### src/rtl/jogo_pkg.sv
// Shared definitions for the sequence-memory game: state codes and
// the default sequence stored in the ROM.
package jogo_pkg;

    typedef enum logic [4:0] {
        INICIAL        = 5'd0,
        PREPARA        = 5'd1,
        MOSTRA_LIGA    = 5'd2,
        MOSTRA_DESLIGA = 5'd3,
        ESPERA_JOGADA  = 5'd4,
        REGISTRA       = 5'd5,
        COMPARA        = 5'd6,
        PROXIMA_RODADA = 5'd7,
        FIM_ACERTO     = 5'd8,
        FIM_ERRO       = 5'd9,
        FIM_TIMEOUT    = 5'd10
    } estado_t;

    localparam int SEQ_PADRAO_LEN = 16;

    // Deeper ROMs repeat the 16-entry pattern.
    function automatic logic [3:0] seq_padrao(input int unsigned idx);
        logic [3:0] v;
        case (idx[3:0])
            4'd0:    v = 4'b0001;
            4'd1:    v = 4'b0010;
            4'd2:    v = 4'b0100;
            4'd3:    v = 4'b1000;
            4'd4:    v = 4'b0100;
            4'd5:    v = 4'b0010;
            4'd6:    v = 4'b0001;
            4'd7:    v = 4'b0001;
            4'd8:    v = 4'b0010;
            4'd9:    v = 4'b0010;
            4'd10:   v = 4'b0100;
            4'd11:   v = 4'b0100;
            4'd12:   v = 4'b1000;
            4'd13:   v = 4'b1000;
            4'd14:   v = 4'b0001;
            4'd15:   v = 4'b0100;
            default: v = 4'b0000;
        endcase
        return v;
    endfunction

endpackage

### src/rtl/rom_sequencia.sv
// Combinational-read sequence ROM, NUM_CHAVES wide and PROFUNDIDADE deep,
// filled from the package's default sequence.
module rom_sequencia
    import jogo_pkg::*;
#(
    parameter int NUM_CHAVES   = 4,
    parameter int PROFUNDIDADE = 16
) (
    input  logic [$clog2(PROFUNDIDADE)-1:0] endereco,
    output logic [NUM_CHAVES-1:0]           dado
);

    logic [NUM_CHAVES-1:0] conteudo [PROFUNDIDADE];

    for (genvar i = 0; i < PROFUNDIDADE; i++) begin : g_rom
        assign conteudo[i] = NUM_CHAVES'(seq_padrao(i));
    end

    assign dado = conteudo[endereco];

endmodule

### src/rtl/jogo_memoria_param.sv
// Sequence-memory game: controller FSM, round/element counters,
// play and replay timers around the sequence ROM.
module jogo_memoria_param
    import jogo_pkg::*;
#(
    parameter int NUM_CHAVES     = 4,
    parameter int PROFUNDIDADE   = 16,
    parameter int TIMEOUT_CICLOS = 3000,
    parameter int MOSTRA_CICLOS  = 500
) (
    input  logic                            clock,
    input  logic                            reset,
    input  logic                            iniciar,
    input  logic [NUM_CHAVES-1:0]           chaves,
    input  logic                            modo_mostra,
    output logic                            acertou,
    output logic                            errou,
    output logic                            pronto,
    output logic                            timeout,
    output logic [NUM_CHAVES-1:0]           leds,
    output logic [4:0]                      db_estado,
    output logic [$clog2(PROFUNDIDADE)-1:0] db_rodada,
    output logic [$clog2(PROFUNDIDADE)-1:0] db_contagem,
    output logic [NUM_CHAVES-1:0]           db_jogada
);

    localparam int AW = $clog2(PROFUNDIDADE);
    localparam int TW = $clog2(TIMEOUT_CICLOS + 1);
    localparam int MW = $clog2(MOSTRA_CICLOS + 1);

    localparam logic [AW-1:0] ULTIMA     = AW'(PROFUNDIDADE - 1);
    localparam logic [TW-1:0] TMR_FIM    = TW'(TIMEOUT_CICLOS - 1);
    localparam logic [MW-1:0] MOSTRA_FIM = MW'(MOSTRA_CICLOS - 1);

    estado_t estado;
    estado_t estado_prox;

    logic iniciar_d;
    logic chave_d;
    logic borda_iniciar;
    logic borda_jogada;
    logic modo_q;

    logic [AW-1:0]         rodada;
    logic [AW-1:0]         contagem;
    logic [NUM_CHAVES-1:0] jogada;
    logic [NUM_CHAVES-1:0] elemento;
    logic [TW-1:0]         tmr_jogada;
    logic [MW-1:0]         tmr_mostra;

    logic fim_jogada;
    logic fim_mostra;
    logic igual;
    logic ultimo_elem;

    logic limpa;
    logic inc_cont;
    logic clr_cont;
    logic inc_rod;
    logic grava;

    rom_sequencia #(
        .NUM_CHAVES  (NUM_CHAVES),
        .PROFUNDIDADE(PROFUNDIDADE)
    ) u_rom (
        .endereco(contagem),
        .dado    (elemento)
    );

    assign borda_iniciar = iniciar & ~iniciar_d;
    assign borda_jogada  = (|chaves) & ~chave_d;
    assign fim_jogada    = (tmr_jogada == TMR_FIM);
    assign fim_mostra    = (tmr_mostra == MOSTRA_FIM);
    assign igual         = (jogada == elemento);
    assign ultimo_elem   = (contagem == rodada);

    always_ff @(posedge clock or posedge reset) begin
        if (reset) begin
            iniciar_d <= 1'b0;
            chave_d   <= 1'b0;
        end else begin
            iniciar_d <= iniciar;
            chave_d   <= |chaves;
        end
    end

    always_ff @(posedge clock or posedge reset) begin
        if (reset) begin
            estado <= INICIAL;
        end else begin
            estado <= estado_prox;
        end
    end

    always_comb begin
        estado_prox = estado;
        limpa       = 1'b0;
        inc_cont    = 1'b0;
        clr_cont    = 1'b0;
        inc_rod     = 1'b0;
        grava       = 1'b0;
        unique case (estado)
            INICIAL: begin
                if (borda_iniciar) estado_prox = PREPARA;
            end
            PREPARA: begin
                limpa       = 1'b1;
                estado_prox = modo_mostra ? MOSTRA_LIGA : ESPERA_JOGADA;
            end
            MOSTRA_LIGA: begin
                if (fim_mostra) estado_prox = MOSTRA_DESLIGA;
            end
            MOSTRA_DESLIGA: begin
                if (fim_mostra) begin
                    if (ultimo_elem) begin
                        clr_cont    = 1'b1;
                        estado_prox = ESPERA_JOGADA;
                    end else begin
                        inc_cont    = 1'b1;
                        estado_prox = MOSTRA_LIGA;
                    end
                end
            end
            ESPERA_JOGADA: begin
                // A play arriving on the last timer cycle still counts.
                if (borda_jogada)    estado_prox = REGISTRA;
                else if (fim_jogada) estado_prox = FIM_TIMEOUT;
            end
            REGISTRA: begin
                grava       = 1'b1;
                estado_prox = COMPARA;
            end
            COMPARA: begin
                if (!igual) begin
                    estado_prox = FIM_ERRO;
                end else if (!ultimo_elem) begin
                    inc_cont    = 1'b1;
                    estado_prox = ESPERA_JOGADA;
                end else if (rodada == ULTIMA) begin
                    estado_prox = FIM_ACERTO;
                end else begin
                    estado_prox = PROXIMA_RODADA;
                end
            end
            PROXIMA_RODADA: begin
                inc_rod     = 1'b1;
                clr_cont    = 1'b1;
                estado_prox = modo_q ? MOSTRA_LIGA : ESPERA_JOGADA;
            end
            FIM_ACERTO, FIM_ERRO, FIM_TIMEOUT: begin
                if (borda_iniciar) estado_prox = PREPARA;
            end
            default: begin
                estado_prox = INICIAL;
            end
        endcase
    end

    always_ff @(posedge clock or posedge reset) begin
        if (reset) begin
            rodada   <= '0;
            contagem <= '0;
            jogada   <= '0;
            modo_q   <= 1'b0;
        end else if (limpa) begin
            rodada   <= '0;
            contagem <= '0;
            jogada   <= '0;
            modo_q   <= modo_mostra;
        end else begin
            if (inc_rod) rodada <= rodada + AW'(1);
            if (clr_cont)      contagem <= '0;
            else if (inc_cont) contagem <= contagem + AW'(1);
            if (grava) jogada <= chaves;
        end
    end

    // Timers restart whenever their state is entered or left.
    always_ff @(posedge clock or posedge reset) begin
        if (reset) begin
            tmr_jogada <= '0;
            tmr_mostra <= '0;
        end else begin
            if (estado == ESPERA_JOGADA && estado_prox == ESPERA_JOGADA)
                tmr_jogada <= tmr_jogada + TW'(1);
            else
                tmr_jogada <= '0;
            if ((estado == MOSTRA_LIGA || estado == MOSTRA_DESLIGA) &&
                estado_prox == estado)
                tmr_mostra <= tmr_mostra + MW'(1);
            else
                tmr_mostra <= '0;
        end
    end

    always_ff @(posedge clock or posedge reset) begin
        if (reset) begin
            acertou <= 1'b0;
            errou   <= 1'b0;
            pronto  <= 1'b0;
            timeout <= 1'b0;
        end else begin
            acertou <= (estado_prox == FIM_ACERTO);
            errou   <= (estado_prox == FIM_ERRO) ||
                       (estado_prox == FIM_TIMEOUT);
            timeout <= (estado_prox == FIM_TIMEOUT);
            pronto  <= (estado_prox == FIM_ACERTO) ||
                       (estado_prox == FIM_ERRO) ||
                       (estado_prox == FIM_TIMEOUT);
        end
    end

    always_comb begin
        leds = chaves;
        if (estado == MOSTRA_LIGA)         leds = elemento;
        else if (estado == MOSTRA_DESLIGA) leds = '0;
    end

    assign db_estado   = estado;
    assign db_rodada   = rodada;
    assign db_contagem = contagem;
    assign db_jogada   = jogada;

endmodule

### config.mk
export PLATFORM = sky130hd
export DESIGN_NAME = jogo_memoria_param
export DESIGN_NICKNAME = d
export VERILOG_FILES = /design/src/rtl/jogo_pkg.sv /design/src/rtl/rom_sequencia.sv /design/src/rtl/jogo_memoria_param.sv
export SDC_FILE = /design/constraint.sdc
export NUM_CORES = 1
export LEC_CHECK = 0
export CAP_MARGIN = 20
export CORE_ASPECT_RATIO = 0.6
export CORE_MARGIN = 10
export CORE_UTILIZATION = 59
export CTS_CLUSTER_SIZE = 20
export DETAILED_ROUTE_END_ITERATION = 6
export GPL_ROUTABILITY_DRIVEN = 0
export PLACE_DENSITY = 0.82
export SKIP_LAST_GASP = 1
export SYNTH_ARGS = -nofsm -noshare
export SYNTH_HDL_FRONTEND = slang
export SYNTH_SLANG_ARGS = --single-unit
### constraint.sdc
create_clock -name clock -period 6.26 [get_ports clock]
set_clock_uncertainty 0.15 [all_clocks]
set_input_delay 1.252 -clock clock [delete_from_list [all_inputs] [get_ports clock]]
set_output_delay 1.252 -clock clock [all_outputs]
set_load 0.01 [all_outputs]
==> results.sh, run 1 <==
export IMPL_syn_avg_cell_area_um2=9.66
export IMPL_tightest_slew_ns=1.05
export IMPL_multi_input_area_um2=1310
export IMPL_synth_cells=261
export IMPL_cts_resized_gates=0
export IMPL_finalSetupTns_ns=0
export IMPL_critical_path_cell_chain="inv_1 -> ha_1 -> mux4_2 -> inv_1 -> o21ai_0 -> clkdlybuf4s50_1"
export IMPL_coreArea_um2=4120
export IMPL_clockBufferDepth=2
export IMPL_nFillCells=320
export IMPL_period_share_pct=62.2
export IMPL_yosysUniqueCellTypes=53
export IMPL_max_stage_delay_ns=0.62
export IMPL_start_util_pct=61.2
export IMPL_io_buffers=32
export IMPL_nets=310
export IMPL_drive_gt1_share_pct=7.46
export IMPL_ant_nets=0
export IMPL_critPathMaxFanout=12
export IMPL_area_growth_pct=20.0
export IMPL_syn_cell_area_um2=2520
export IMPL_ir_worst_vdd_uv=201
export IMPL_min_period_ns=3.89
export IMPL_grt_pass1_vias=1936
export IMPL_drtPass1Iterations=4
export IMPL_vias=2030
export IMPL_fmax_mhz=257
export IMPL_hold_buffers=0
export IMPL_synth_seq_cells=45
export IMPL_cp_start_kind="flop"
export IMPL_grt_pass1_wl_um=9810
export IMPL_status="completed"
export IMPL_antenna_found_initial=0
export IMPL_hold_path_class="flop to flop"
export IMPL_finalHoldViolations=0
export IMPL_wl_per_cell_um=16.2
export IMPL_yosys_area_top_type="dfrtp_1"
export IMPL_path_class="flop to output pin"
export IMPL_cts_tree="done"
export IMPL_die_area_um2=7370
export IMPL_p_leak_uw=0.00129
export IMPL_ys_warn_count=0
export IMPL_ys_flop_type="dfrtp_1"
export IMPL_drt_initial_drc_count=165
export IMPL_setup_viol_count_final=0
export IMPL_grt_start_max_net_pins=46
export IMPL_ff_latch_area_um2=1130
export IMPL_synth_top_area_share_pct=44.7
export IMPL_critPathSlowestCell="dfrtp_1"
export IMPL_core_rowCount=18
export IMPL_ys_seq_area_share_pct=44.7
export IMPL_syn_nets=277
export IMPL_root_buffer="clkbuf_8"
export IMPL_die_w_um=104
export IMPL_yosys_top_cells_area="dfrtp_1 (45%), xnor2_1 (6.3%), nor2_1 (5.8%), ha_1 (4.0%), xor2_1 (3.1%)"
export IMPL_rsz0062_at_grt="no"
export IMPL_die_h_um=70.6
export IMPL_cts_sinks=45
export IMPL_hold_ws_ns=0.308
export IMPL_htree_levels=2
export IMPL_gr_usage_all_layers_pct=16.0
export IMPL_cap_violations=0
export IMPL_pin_count=33
export IMPL_end_kind="output pin"
export IMPL_clkTransAtPathRegs_ns=0.08
export IMPL_power_density_nw_per_um2=257
export IMPL_required_ns=4.86
export IMPL_clk_latency_ns=0.31
export IMPL_wl_um=5760
export IMPL_synth_enable_flop_cells=0
export IMPL_post_cts_buffers=0
export IMPL_arrival_ns=2.49
export IMPL_overflow=0
export IMPL_slew_violations=0
export IMPL_synthArstFlopShare_pct=100
export IMPL_postLayoutCoreUtil_pct=73.4
export IMPL_diodes=0
export IMPL_drc_errors=0
export IMPL_slew_headroom_pct=29.7
export IMPL_rrSetupSlack_ns=2.96
export IMPL_hpwlAfterDp_um=4280
export IMPL_cts_buffers=5
export IMPL_routed_via_density=5.72
export IMPL_cpMostUsedCell="inv_1"
-- cells in the mapped netlist (all sizes together), types with 2 or more instances --
cell    count
a31oi       4
nand4       4
nor3        7
nand2      10
nand2b      3
clkbuf      4
nand3      14
xor2        9
and4b       2
or4b        3
or2         2
nor4b       2
or3         4
a22o        2
a211o       3
and2        3
dfrtp      45
xnor2      18
and3        7
inv        13
mux2i       4
nor2b       4
o31ai       2
o21ai      11
nor2       41
a21oi       7
ha          8
buf         3
and4        3
a211oi      2
-- logic make-up (layout without fill, tap and decap cells) --
group                    count (synthesis)  after routing  share of synthesized area (%)
AO/OA/AOI/OAI                           39             39                           10.6
other                                    1              1                          0.149
XOR/XNOR                                27             27                           9.38
multiplexers                             6              6                           2.93
AND/OR/NAND/NOR                        115            115                           24.9
flip-flops                              45             45                           44.7
buffers and inverters                   20             54                           3.37
adder cells (fa/ha/maj)                  8              8                           3.97
-- per-stage QoR --
stage                     area [µm²]  cells  total power [µW]  setup slack [ns]
after global placement          2890    347               511              2.37
final                           3030    355               777              2.37
after detailed placement        2890    347               514              2.36
after CTS                       3030    355               778              2.36
after floorplan                 2520    261               443              3.20
after global routing            3030    355               809              2.27
-- flip-flops by register name, indices dropped and copies added (netlist names) --
signal,flops
db_contagem,4
acertou,1
errou,1
chave_d,1
db_estado,5
db_rodada,4
iniciar_d,1
modo_q,1
timeout,1
db_jogada,4
tmr_jogada,12
tmr_mostra,9
pronto,1
-- power by group --
part | internal, µW | total, µW | leakage, µW | switching [µW]
Clock | 161 | 266 | 0.0000687 | 105
Sequential | 311 | 341 | 0.000615 | 29.9
Combinational | 77.4 | 170 | 0.000604 | 93.0
-- cells in the final DEF (no fill, tap or decap), types with 4 or more instances in the layout --
| cell | count |
|---|---|
| clkdlybuf4s50_1 | 32 |
| ha_1 | 8 |
| mux2i_1 | 4 |
| nand2_1 | 10 |
| and3_1 | 7 |
| or3_1 | 4 |
| xor2_1 | 9 |
| nand3_1 | 14 |
| a21oi_1 | 7 |
| o21ai_0 | 11 |
| dfrtp_1 | 45 |
| clkbuf_8 | 5 |
| nor3_1 | 6 |
| nand4_1 | 4 |
| xnor2_1 | 18 |
| inv_1 | 12 |
| nor2b_1 | 4 |
| nor2_1 | 39 |
-- metal layers --
| metal | wire length [µm] | global-route usage (%) | up-vias |
|---|---|---|---|
| li1 | - | - | 989 |
| met1 | 2930 | 23.0 | 972 |
| met2 | 2350 | 23.0 | 64 |
| met3 | 437 | 5.15 | 5 |
| met4 | 41 | 2.76 | 0 |
| met5 | 0 | 0 | - |
-- path summary, 6_finish.rpt --
path | depth (start not counted) | from | endpoint
max | 6 | db_contagem[1]$_DFFE_PP0P_ | leds[2]
min | 1 | tmr_mostra[0]$_DFF_PP0_ | tmr_mostra[0]$_DFF_PP0_
max reg2reg | 8 | db_contagem[1]$_DFFE_PP0P_ | tmr_jogada[11]$_DFF_PP0_
min reg2reg | 1 | tmr_mostra[0]$_DFF_PP0_ | tmr_mostra[0]$_DFF_PP0_
max in group asynchronous | 3 | reset | db_contagem[0]$_DFFE_PP0P_
min in group asynchronous | 3 | reset | tmr_mostra[6]$_DFF_PP0_
-- worst max-delay path, delay by kind of cell, from the launching register on --
family / cells / cell delay (ns)
fa+ha+maj: 1 / 0.26
buf+inv: 3 / 0.74
mux: 1 / 0.49
flops: 1 / 0.62
compound gates: 1 / 0.08
-- area by class of cell --
class / count / share of cell area, %
clock buffers: 5 / 2.27
clock inverters: 3 / 2.27
inverters: 13 / 1.61
multi-input cells: 196 / 43.3
flip-flops and latches: 45 / 37.2
well taps: 60 / 2.48
repair buffers: 33 / 10.8
(Power assumes the default switching activity.)
==> inputs of run 2 (changes only) <==
--- a/config.mk
+++ b/config.mk
@@ -8,11 +8,11 @@
 export CAP_MARGIN = 20
 export CORE_ASPECT_RATIO = 0.6
 export CORE_MARGIN = 10
-export CORE_UTILIZATION = 59
+export CORE_UTILIZATION = 55
 export CTS_CLUSTER_SIZE = 20
 export DETAILED_ROUTE_END_ITERATION = 6
 export GPL_ROUTABILITY_DRIVEN = 0
-export PLACE_DENSITY = 0.82
+export PLACE_DENSITY = 0.77
 export SKIP_LAST_GASP = 1
 export SYNTH_ARGS = -nofsm -noshare
 export SYNTH_HDL_FRONTEND = slang
==> constraint.sdc (replaced) <==
create_clock -name clock -period 3.7 [get_ports clock]
set_clock_uncertainty 0.15 [all_clocks]
set_input_delay 0.74 -clock clock [delete_from_list [all_inputs] [get_ports clock]]
set_output_delay 0.74 -clock clock [all_outputs]
set_load 0.01 [all_outputs]
==> results.sh, run 2 (synthesis gave the netlist of run 1 again) <==
export IMPL_p_sw_uw=378
export IMPL_clk_latency_ns=0.29
export IMPL_min_to="tmr_mostra[0]$_DFF_PP0_"
export IMPL_r2r_start="db_contagem[1]$_DFFE_PP0P_"
export IMPL_wl_um=5970
export IMPL_hpwlAfterDp_um=4440
export IMPL_wl_per_cell_um=16.7
export IMPL_cts_buffers=5
export IMPL_end_kind="output pin"
export IMPL_required_ns=2.81
export IMPL_routed_via_density=5.82
export IMPL_power_density_nw_per_um2=415
export IMPL_ir_worst_vdd_uv=217
export IMPL_drt_initial_drc_count=170
export IMPL_tightest_slew_ns=0.513
export IMPL_use_met2_pct=20.1
export IMPL_netSwitchingFraction_pct=30.1
export IMPL_p_int_uw=879
export IMPL_io_buffers=32
export IMPL_die_area_um2=7780
export IMPL_ff2ff_path_depth=8
export IMPL_root_buffer="clkbuf_8"
export IMPL_min_period_ns=3.34
export IMPL_p_leak_uw=0.00129
export IMPL_busiest_layer="met1"
export IMPL_reg2reg_to="tmr_jogada[11]$_DFF_PP0_"
export IMPL_core_rowCount=18
export IMPL_grt_pass1_wl_um=9800
export IMPL_multi_input_area_um2=1310
export IMPL_grt_start_max_net_pins=27
export IMPL_hold_path_cell_count=1
export IMPL_layout_common_cells="dfrtp_1 (45), nor2_1 (39), clkdlybuf4s50_1 (32), xnor2_1 (18), nand3_1 (14)"
export IMPL_cp_start_kind="flop"
export IMPL_cap_violations=0
export IMPL_die_w_um=107
export IMPL_largest_register_ffs=12
export IMPL_antenna_found_initial=0
export IMPL_top_register="tmr_jogada"
export IMPL_hold_path_class="flop to flop"
export IMPL_clockBufferDepth=2
export IMPL_critPathMaxFanout=12
export IMPL_grt_pass1_vias=1953
export IMPL_pwr_share_comb_pct=22.9
export IMPL_diodes=0
export IMPL_cts_resized_gates=0
export IMPL_power_uw=1260
export IMPL_slew_headroom_pct=65.8
export IMPL_rrSetupSlack_ns=0.51
export IMPL_finalSetupTns_ns=0
export IMPL_setup_viol_count_final=0
export IMPL_clock_power_share_pct=31.0
export IMPL_rsz0062_at_grt="no"
export IMPL_coreArea_um2=4260
export IMPL_final_common_cell="dfrtp_1"
export IMPL_status="completed"
export IMPL_cts_tree="done"
export IMPL_pin_count=33
export IMPL_min_from="tmr_mostra[0]$_DFF_PP0_"
export IMPL_nets=312
export IMPL_fmax_mhz=300
export IMPL_area_growth_pct=20.2
export IMPL_hold_buffers=0
export IMPL_arrival_ns=2.45
export IMPL_drtPass1Iterations=5
export IMPL_period_share_pct=90.2
export IMPL_post_cts_buffers=0
export IMPL_ant_nets=0
export IMPL_finalHoldViolations=0
export IMPL_die_h_um=72.4
export IMPL_grt_use_met3_pct=6.35
export IMPL_clkTransAtPathRegs_ns=0.09
export IMPL_vias=2078
export IMPL_cts_sinks=45
export IMPL_htree_levels=2
export IMPL_start_util_pct=59.2
export IMPL_nFillCells=321
export IMPL_drive_gt1_share_pct=7.74
export IMPL_overflow=0
export IMPL_grtUsageMet1_pct=22.9
export IMPL_pwr_share_seq_pct=46.1
export IMPL_gr_usage_all_layers_pct=15.4
export IMPL_path_class="flop to output pin"
export IMPL_drc_errors=0
export IMPL_ff_latch_area_um2=1130
export IMPL_slew_violations=0
## run 2: how the worst max path moves through the flow
stage,to,slack [ns],cells after the start,from
after CTS,leds[2],0.39,6,db_contagem[1]$_DFFE_PP0P_
after floorplan,db_contagem[3]$_DFFE_PP0P_,0.91,9,db_contagem[1]$_DFFE_PP0P_
after global placement,tmr_jogada[11]$_DFF_PP0_,0.62,6,chaves[0]
final,leds[2],0.36,6,db_contagem[1]$_DFFE_PP0P_
after global routing,tmr_jogada[11]$_DFF_PP0_,0.20,8,db_contagem[1]$_DFFE_PP0P_
after detailed placement,tmr_jogada[11]$_DFF_PP0_,0.50,6,chaves[0]
## run 2: worst max-delay path: stages (launching register included)
cell,delay [ns]
dfrtp_1,0.59
inv_1,0.17
ha_1,0.24
mux4_2,0.48
inv_1,0.07
o21ai_0,0.10
clkdlybuf4s50_1,0.50
## run 2: layout make-up
cell class	instances	share of cell area, %
Multi-Input combinational cell	196	43.2
Clock buffer	7	2.85
Sequential cell	45	37.1
Timing Repair Buffer	35	11.7
Tap cell	60	2.48
Inverter	13	1.61
Clock inverter	1	0.991
## run 2: stage by stage
step                cell area, µm²  instances  hold WS (ns)  setup slack [ns]  utilization (%)
finish                        3030        357         0.342             0.363             71.2
global route                  3030        357         0.374             0.199             71.2
CTS                           3010        356         0.319             0.386             70.8
detailed placement            2900        348         0.305             0.498             68.0
global placement              2900        348         0.295             0.621             68.0
floorplan                     2520        261         0.275             0.908                -
## run 2: power groups by stage
stage	sequential (µW)	clock, µW	combinational [µW]
3_3_place_gp	587	0	281
3_5_place_dp	588	0	284
2_1_floorplan	583	0	167
6_report	579	390	287
4_1_cts	578	392	286
5_1_grt	585	417	320
## run 2: per-layer routing
metal	part of all wire (%)	routed length, µm
met3	9.0	536
met2	38	2290
met1	52	3130
met4	0.22	13
met5	0	0
==> inputs of run 3 (changes only) <==
--- a/config.mk
+++ b/config.mk
@@ -8,11 +8,12 @@
 export CAP_MARGIN = 20
 export CORE_ASPECT_RATIO = 0.6
 export CORE_MARGIN = 10
-export CORE_UTILIZATION = 55
+export CORE_UTILIZATION = 59
+export CTS_CLUSTER_DIAMETER = 150
 export CTS_CLUSTER_SIZE = 20
 export DETAILED_ROUTE_END_ITERATION = 6
 export GPL_ROUTABILITY_DRIVEN = 0
-export PLACE_DENSITY = 0.77
+export PLACE_DENSITY = 0.82
 export SKIP_LAST_GASP = 1
 export SYNTH_ARGS = -nofsm -noshare
 export SYNTH_HDL_FRONTEND = slang
==> constraint.sdc (replaced) <==
create_clock -name clock -period 3.9 [get_ports clock]
set_clock_uncertainty 0.15 [all_clocks]
set_input_delay 0.78 -clock clock [delete_from_list [all_inputs] [get_ports clock]]
set_output_delay 0.78 -clock clock [all_outputs]
set_load 0.01 [all_outputs]
==> results.sh, run 3 (synthesis gave the netlist of run 1 again) <==
export IMPL_drc_errors=0
export IMPL_pin_count=33
export IMPL_grt_pass1_vias=1982
export IMPL_hpwlAfterDp_um=4380
export IMPL_status="completed"
export IMPL_slew_violations=0
export IMPL_die_w_um=104
export IMPL_critPathMaxFanout=12
export IMPL_htree_levels=2
export IMPL_arrival_ns=2.45
export IMPL_largest_register_ffs=12
export IMPL_die_h_um=70.6
export IMPL_area_growth_pct=19.5
export IMPL_slew_headroom_pct=40.0
export IMPL_cp_start_kind="flop"
export IMPL_vias=2052
export IMPL_clockBufferDepth=2
export IMPL_cts_resized_gates=0
export IMPL_path_class="flop to output pin"
export IMPL_root_buffer="clkbuf_8"
export IMPL_postLayoutCoreUtil_pct=73.1
export IMPL_hold_ws_ns=0.319
export IMPL_finalSetupTns_ns=0
export IMPL_nets=311
export IMPL_overflow=0
export IMPL_power_uw=1180
export IMPL_cts_tree="done"
export IMPL_wl_um=5810
export IMPL_period_share_pct=86.7
export IMPL_tightest_slew_ns=0.894
export IMPL_start_util_pct=61.2
export IMPL_end_kind="output pin"
export IMPL_die_area_um2=7370
export IMPL_placed_cell_area_um2=2900
export IMPL_hold_path_class="flop to flop"
export IMPL_clk_latency_ns=0.30
export IMPL_min_period_ns=3.38
export IMPL_final_common_cell="dfrtp_1"
export IMPL_finalHoldViolations=0
export IMPL_power_density_nw_per_um2=393
export IMPL_ant_nets=0
export IMPL_cts_buffers=5
export IMPL_grt_pass1_wl_um=9800
export IMPL_io_buffers=32
export IMPL_grt_start_max_net_pins=26
export IMPL_antenna_found_initial=0
export IMPL_p_leak_uw=0.00128
export IMPL_top_register="tmr_jogada"
export IMPL_post_cts_buffers=0
export IMPL_layout_common_cells="dfrtp_1 (45), nor2_1 (39), clkdlybuf4s50_1 (32), xnor2_1 (18), nand3_1 (14)"
export IMPL_drtPass1Iterations=4
export IMPL_cap_violations=0
export IMPL_coreArea_um2=4120
export IMPL_fmax_mhz=296
export IMPL_routed_via_density=5.76
export IMPL_fin_area_um2=3010
export IMPL_gr_usage_all_layers_pct=15.9
export IMPL_clkTransAtPathRegs_ns=0.08
export IMPL_core_rowCount=18
export IMPL_hold_buffers=0
export IMPL_rsz0062_at_grt="no"
export IMPL_drive_gt1_share_pct=7.43
export IMPL_diodes=0
export IMPL_required_ns=2.97
export IMPL_wl_per_cell_um=16.3
export IMPL_setup_viol_count_final=0
export IMPL_drt_initial_drc_count=232
export IMPL_ir_worst_vdd_uv=348
export IMPL_cts_sinks=45
## run 3: cell count changes in the layout (fill, tap and decap cells not counted), sizes merged
cell	delta
buf	-1
## run 3: worst paths after layout
| path | endpoint | start | depth (start not counted) | slack [ns] |
|---|---|---|---|---|
| max in group asynchronous | errou$_DFF_PP0_ | reset | 3 | 2.17 |
| min in group asynchronous | tmr_mostra[5]$_DFF_PP0_ | reset | 2 | 0.72 |
| min reg2reg | tmr_mostra[0]$_DFF_PP0_ | tmr_mostra[0]$_DFF_PP0_ | 1 | 0.32 |
| max | leds[2] | db_contagem[1]$_DFFE_PP0P_ | 6 | 0.52 |
| min | tmr_mostra[0]$_DFF_PP0_ | tmr_mostra[0]$_DFF_PP0_ | 1 | 0.32 |
| max reg2reg | tmr_jogada[11]$_DFF_PP0_ | db_contagem[1]$_DFFE_PP0P_ | 8 | 0.63 |
## run 3: worst max-delay path: stages, from the launching register on
cell,delay [ns]
dfrtp_1,0.59
inv_1,0.18
ha_1,0.24
mux4_2,0.48
inv_1,0.07
o21ai_0,0.10
clkdlybuf4s50_1,0.49
## run 3: power by group
part / total [µW] / leakage, µW / internal (µW) / switching [µW]
combinational: 269 / 0.000610 / 124 / 145
sequential: 551 / 0.000615 / 499 / 52.7
clock: 361 / 0.0000585 / 209 / 153
total: 1180 / 0.00128 / 831 / 351
## run 3: stage by stage
step | setup WS [ns] | instances
6_report | 0.518 | 356
5_1_grt | 0.373 | 356
4_1_cts | 0.547 | 356
3_5_place_dp | 0.623 | 348
3_3_place_gp | 0.798 | 348
2_1_floorplan | 1.11 | 261
## run 3: area by class of cell
type	instances	area [µm²]
inverter	13	48.8
clock inverter	1	30.0
timing repair buffer	34	335
tap	60	75.1
multi-input combinational	196	1310
sequential	45	1130
clock buffer	7	86.3
fill	310	1110
## run 3: per-layer routing
metal	global-route usage [%]	vias to the layer above	wire [µm]	part of all wire, %
li1	-	983	-	-
met1	23.1	975	2980	51
met2	21.9	87	2330	40
met3	5.88	7	474	8.2
met4	3.23	0	23	0.40
met5	0	-	0	0
